<file path="config.mk">
export PLATFORM = sky130hd
export DESIGN_NAME = fifo_bw_bounded
export DESIGN_NICKNAME = d
export VERILOG_FILES = /design/src/rtl/fifo_bw_bounded.sv
export SDC_FILE = /design/constraint.sdc
export NUM_CORES = 1
export LEC_CHECK = 0
export BUFFER_PORTS_ARGS = -buffer_cell sky130_fd_sc_hd__buf_4
export CAP_MARGIN = 10
export CORE_UTILIZATION = 50
export DETAILED_ROUTE_END_ITERATION = 10
export GPL_TIMING_DRIVEN = 0
export HOLD_SLACK_MARGIN = 0.03
export PLACE_DENSITY = 0.78
export REMOVE_ABC_BUFFERS = 1
export SKIP_LAST_GASP = 1
export SYNTH_ARGS = -nofsm -noshare
export SYNTH_HDL_FRONTEND = slang
export SYNTH_SLANG_ARGS = --single-unit
</file>
<file path="constraint.sdc">
create_clock -name clk -period 14.35 [get_ports clk]
set_clock_uncertainty 0.15 [all_clocks]
set_input_delay 0 -clock clk [delete_from_list [all_inputs] [get_ports clk]]
set_output_delay 0 -clock clk [all_outputs]
set_load 0.005 [all_outputs]
</file>
<file path="src/rtl/fifo_bw_bounded.sv">
// M-write / N-read TID-routed FIFO with bounded per-thread circular queues.
// Backpressure is derived from occupancy only, so M pushes never overflow.
module fifo_bw_bounded #(
  parameter int M          = 2,
  parameter int N          = 3,
  parameter int DATA_WIDTH = 32,
  parameter int DEPTH      = 8,
  parameter int TID_WIDTH  = 4
) (
  input  logic                       clk,
  input  logic                       arst_n,
  output logic                       full_n  [0:M-1],
  input  logic                       write   [0:M-1],
  input  logic [DATA_WIDTH-1:0]      din     [0:M-1],
  output logic                       empty_n [0:N-1],
  input  logic                       read    [0:N-1],
  output logic [DATA_WIDTH-1:0]      dout    [0:N-1],
  output logic [$clog2(DEPTH+1)-1:0] count   [0:N-1],
  output logic                       tid_err
);

  localparam int CW = $clog2(DEPTH + 1);
  localparam int PW = (DEPTH > 1) ? $clog2(DEPTH) : 1;
  localparam logic [CW-1:0] THR = CW'(DEPTH - M);
  localparam logic [TID_WIDTH:0] NQ = (TID_WIDTH + 1)'(N);

  if (((DEPTH & (DEPTH - 1)) != 0) || (DEPTH < M) ||
      (N > (2 ** TID_WIDTH))) begin : g_bad_params
    $fatal(1, "fifo_bw_bounded: illegal DEPTH/M/N/TID_WIDTH");
  end

  logic [DATA_WIDTH-1:0] mem_q [N][DEPTH];

  logic [PW-1:0] wr_ptr_q [N];
  logic [PW-1:0] wr_ptr_d [N];
  logic [PW-1:0] rd_ptr_q [N];
  logic [PW-1:0] rd_ptr_d [N];
  logic [CW-1:0] cnt_q    [N];
  logic [CW-1:0] cnt_d    [N];
  logic [CW-1:0] push_cnt [N];
  logic          pop      [N];

  logic                 acc   [M];
  logic [PW-1:0]        waddr [M];
  logic [TID_WIDTH-1:0] tid   [M];

  logic space;
  logic bad_tid;
  logic tid_err_q;
  logic tid_err_d;

  always_comb begin
    space = 1'b1;
    for (int j = 0; j < N; j++) begin
      if (cnt_q[j] > THR) space = 1'b0;
    end
    for (int i = 0; i < M; i++) begin
      full_n[i] = space;
    end
  end

  // Writers are walked in index order so lower indices land first.
  always_comb begin
    bad_tid = 1'b0;
    for (int j = 0; j < N; j++) begin
      push_cnt[j] = '0;
    end
    for (int i = 0; i < M; i++) begin
      tid[i]   = din[i][TID_WIDTH-1:0];
      acc[i]   = space & write[i] & ({1'b0, tid[i]} < NQ);
      waddr[i] = '0;
      if (write[i] && ({1'b0, tid[i]} >= NQ)) bad_tid = 1'b1;
      for (int j = 0; j < N; j++) begin
        if (acc[i] && (tid[i] == TID_WIDTH'(j))) begin
          waddr[i]    = wr_ptr_q[j] + PW'(push_cnt[j]);
          push_cnt[j] = push_cnt[j] + CW'(1);
        end
      end
    end
    for (int j = 0; j < N; j++) begin
      pop[j]      = (cnt_q[j] != '0) & read[j];
      cnt_d[j]    = cnt_q[j] + push_cnt[j] - CW'(pop[j]);
      wr_ptr_d[j] = wr_ptr_q[j] + PW'(push_cnt[j]);
      rd_ptr_d[j] = rd_ptr_q[j] + PW'(pop[j]);
    end
    tid_err_d = tid_err_q | bad_tid;
  end

  always_ff @(posedge clk) begin
    for (int i = 0; i < M; i++) begin
      for (int j = 0; j < N; j++) begin
        if (acc[i] && (tid[i] == TID_WIDTH'(j))) begin
          mem_q[j][waddr[i]] <= din[i];
        end
      end
    end
  end

  always_ff @(posedge clk or negedge arst_n) begin
    if (!arst_n) begin
      for (int j = 0; j < N; j++) begin
        wr_ptr_q[j] <= '0;
        rd_ptr_q[j] <= '0;
        cnt_q[j]    <= '0;
      end
      tid_err_q <= 1'b0;
    end else begin
      for (int j = 0; j < N; j++) begin
        wr_ptr_q[j] <= wr_ptr_d[j];
        rd_ptr_q[j] <= rd_ptr_d[j];
        cnt_q[j]    <= cnt_d[j];
      end
      tid_err_q <= tid_err_d;
    end
  end

  always_comb begin
    for (int j = 0; j < N; j++) begin
      count[j]   = cnt_q[j];
      empty_n[j] = (cnt_q[j] != '0);
      dout[j]    = (cnt_q[j] != '0) ? mem_q[j][rd_ptr_q[j]] : '0;
    end
  end

  assign tid_err = tid_err_q;

endmodule

</file>
==> impl_metrics.py <==
metrics = {
    "setup_path": {
        "crit_path_start_kind": "flip-flop",
        "reg2reg_slack_ns": 7.69,
        "required_ns": 14.61,
        "critical_path_class": "flip-flop to flip-flop",
        "r2r_cells": 14,
        "critPathMaxFanout": 19,
        "worstSetupEndpointType": "flip-flop",
        "cp_data_arrival_time_ns": 6.93,
    },
    "global_routing": {
        "track_usage_pct": 29.3,
        "antenna_found_initial": 1,
        "grt_first_pass_wirelength_um": 174000,
        "grt_pass1_vias": 26000,
        "overflow": 0,
        "grt_max_degree": 40,
    },
    "floorplanning": {
        "die-width_um": 288,
        "rows": 104,
        "ioPinCount": 185,
        "core_mm2": 0.0807,
        "fp.dieH_um": 288,
        "start_util_pct": 50.6,
        "die_area_mm2": 0.0829,
    },
    "pwr": {
        "power_density_mw_per_mm2": 150,
        "ir_drop_mv": 0.0934,
        "power_leakage_nw": 16.8,
    },
    "logic_synthesis": {
        "synth.cell_area_mm2": 0.0409,
        "netlist.area_leader.share_pct": 56.4,
        "yosysWarnings": 0,
        "synthTopCellsByArea": "edfxtp_1 56%, mux2_2 16%, mux4_2 11%",
        "synth_seq_cells": 799,
        "yosysMostFrequentCell": "edfxtp_1",
        "ys_types": 58,
        "yosys-top-cells-count": "768 x edfxtp_1, 585 x mux2_2, 192 x mux4_2",
        "synth_edf_count": 768,
        "syn_inst": 2485,
        "synth.avg_cell_area_um2": 16.4,
        "yosysSeqAreaShare_pct": 58.3,
        "ys_async_sr_fraction_pct": 3.88,
        "synth-main-ff-cell": "edfxtp_1",
        "yosys.area.top_type": "edfxtp_1",
    },
    "route": {
        "route.detailed.drc": 24,
        "drt-pass1-iter-count": 8,
        "first_iter_violations": 3149,
        "wl_per_cell_um": 31.6,
        "wl_um": 120000,
        "ant_nets": 0,
        "viasPerCell": 6.54,
        "detailroute.via_count": 24900,
    },
    "sta": {
        "final.setup.tns_ns": 0,
        "hold_viol": 0,
        "tightestPinTransition_ns": 1.35,
        "fmax_ghz": 0.150,
        "setup_viol": 0,
        "finalMaxSlewViolations": 0,
        "max_slew_margin_pct": 9.30,
        "rsz0062_at_grt": "no",
        "period_minus_slack_ns": 6.66,
        "finalCritPeriodShare_pct": 46.4,
    },
    "clock_tree": {
        "ctsHoldBuffers": 102,
        "clk_pin_slew_ns": 0.07,
        "cts_tree": "yes",
        "clk_path_buf_depth": 3,
        "clock_sinks": 799,
        "clkLatencyLatePin_ns": 0.67,
        "cts_buffers": 83,
        "cts-resized-gates": 0,
        "clk_root_buffer_cell": "clkbuf_16",
        "h-tree-depth": 3,
        "postCtsSetupBuffers": 0,
    },
    "cells_and_area": {
        "post-route-util_pct": 59.7,
        "fin_cells": 3801,
        "fillers": 5720,
        "syn2layout_area_growth_pct": 17.9,
        "nets": 2795,
        "drive_gt1_share_pct": 46.4,
    },
    "place": {
        "hpwl_um": 75700,
        "gp_congestion": 0.831,
        "port_buffers": 184,
        "placed_cells": 3551,
    },
    "job": {
        "drv_cap": 0,
    },
    "min_path": {
        "hold_class": "input pin to flip-flop",
        "holdPathStages": 6,
    },
    "run_status": {
        "violations": "design-rule violations",
        "outcome": "finished with violations",
    },
}
final cells by class:
cell class | count | area [µm²] | area share (%)
diodes | 1 | 2.50 | 0.00519
clock buffers | 105 | 2170 | 4.50
clock inverters | 41 | 402 | 0.834
inverters | 47 | 176 | 0.366
multi-input cells | 1360 | 16000 | 33.2
flip-flops and latches | 799 | 23900 | 49.5
well taps | 1060 | 1330 | 2.75
repair buffers | 388 | 4260 | 8.83
per-stage QoR:
step | hold WS, ns | cell area (µm²) | power, W | setup WS (ns)
3_5_place_dp | -0.168 | 44600 | 0.00512 | 7.92
4_1_cts | 0.0471 | 48200 | 0.00722 | 7.65
5_1_grt | 0.0895 | 48200 | 0.00747 | 7.48
3_3_place_gp | -0.187 | 42400 | 0.00516 | 2.44
6_report | 0.0761 | 48200 | 0.00722 | 7.69
2_1_floorplan | -0.446 | 39700 | 0.00411 | 8.19
final timing paths:
check,start,endpoint
worst max-delay path,count[11],mem_q[0][330]
worst min-delay path,din[2],wr_ptr_q[3]
worst max register to register,count[11],mem_q[0][330]
worst min register to register,wr_ptr_q[8],wr_ptr_q[8]
max in group asynchronous,arst_n,rd_ptr_q[8]
min in group asynchronous,arst_n,tid_err
critical path: stages, from the launching register on:
cell and delay, ns:
dfrtp_1 0.39, inv_1 0.07, ha_1 0.20, nand3_1 0.23
nand4_1 0.60, nor4b_1 1.04, ha_1 0.38, nand3b_1 0.10
a21oi_1 0.39, a211o_1 0.58, nand4_1 0.81, buf_8 0.44
buf_6 0.17, mux2_2 0.27, dlygate4sd3_1 0.55
per-layer routing:
metal,GRT usage (%),wire length (µm),up-vias
li1,-,-,10000
met1,37.9,43800,12800
met2,45.8,56300,1689
met3,8.29,14200,376
met4,13.2,5800,2
met5,0,12,-
cell families (layout without fill, tap and decap cells):
group / after synthesis / count (layout) / synth area share (%)
other cells: 0 / 1 / 0
buf+inv: 326 / 581 / 3.36
xor+xnor: 15 / 15 / 0.322
mux: 963 / 963 / 31.8
fa+ha+maj: 45 / 45 / 1.49
flops: 799 / 799 / 58.3
simple gates: 288 / 288 / 3.86
compound gates: 49 / 49 / 0.854
sequential cells by signal (all words and copies together), names as in the netlist:
| name | flops |
|---|---|
| mem_q | 768 |
| tid_err | 1 |
| wr_ptr_q | 9 |
| count | 12 |
| rd_ptr_q | 9 |
cell usage in the layout, fill, tap and decap left out, types with 6 or more instances in the layout:
master	count
mux2_4	25
edfxtp_1	768
buf_12	31
nand3_1	13
ha_1	39
xnor2_1	8
mux2i_1	99
buf_8	27
dfrtp_1	22
and2_1	65
fa_1	6
buf_16	21
dlygate4sd3_1	101
clkbuf_16	83
nand3_2	6
clkinv_2	14
mux4_2	192
buf_6	21
nor2b_1	23
mux2_1	62
a21oi_1	6
dfrtp_4	7
nand2b_1	12
nand4_1	13
mux2_2	585
inv_1	47
clkinv_1	12
nor2_1	104
buf_4	187
o21ai_4	18
xor2_1	7
clkbuf_1	21
power breakdown:
| group | leakage [nW] | switching (W) | internal (W) |
|---|---|---|---|
| Clock | 1.26 | 0.000927 | 0.00117 |
| Combinational | 8.29 | 0.00106 | 0.00118 |
| Sequential | 7.25 | 0.000266 | 0.00261 |
| Total | 16.8 | 0.00225 | 0.00496 |
(Power assumes the default switching activity.)
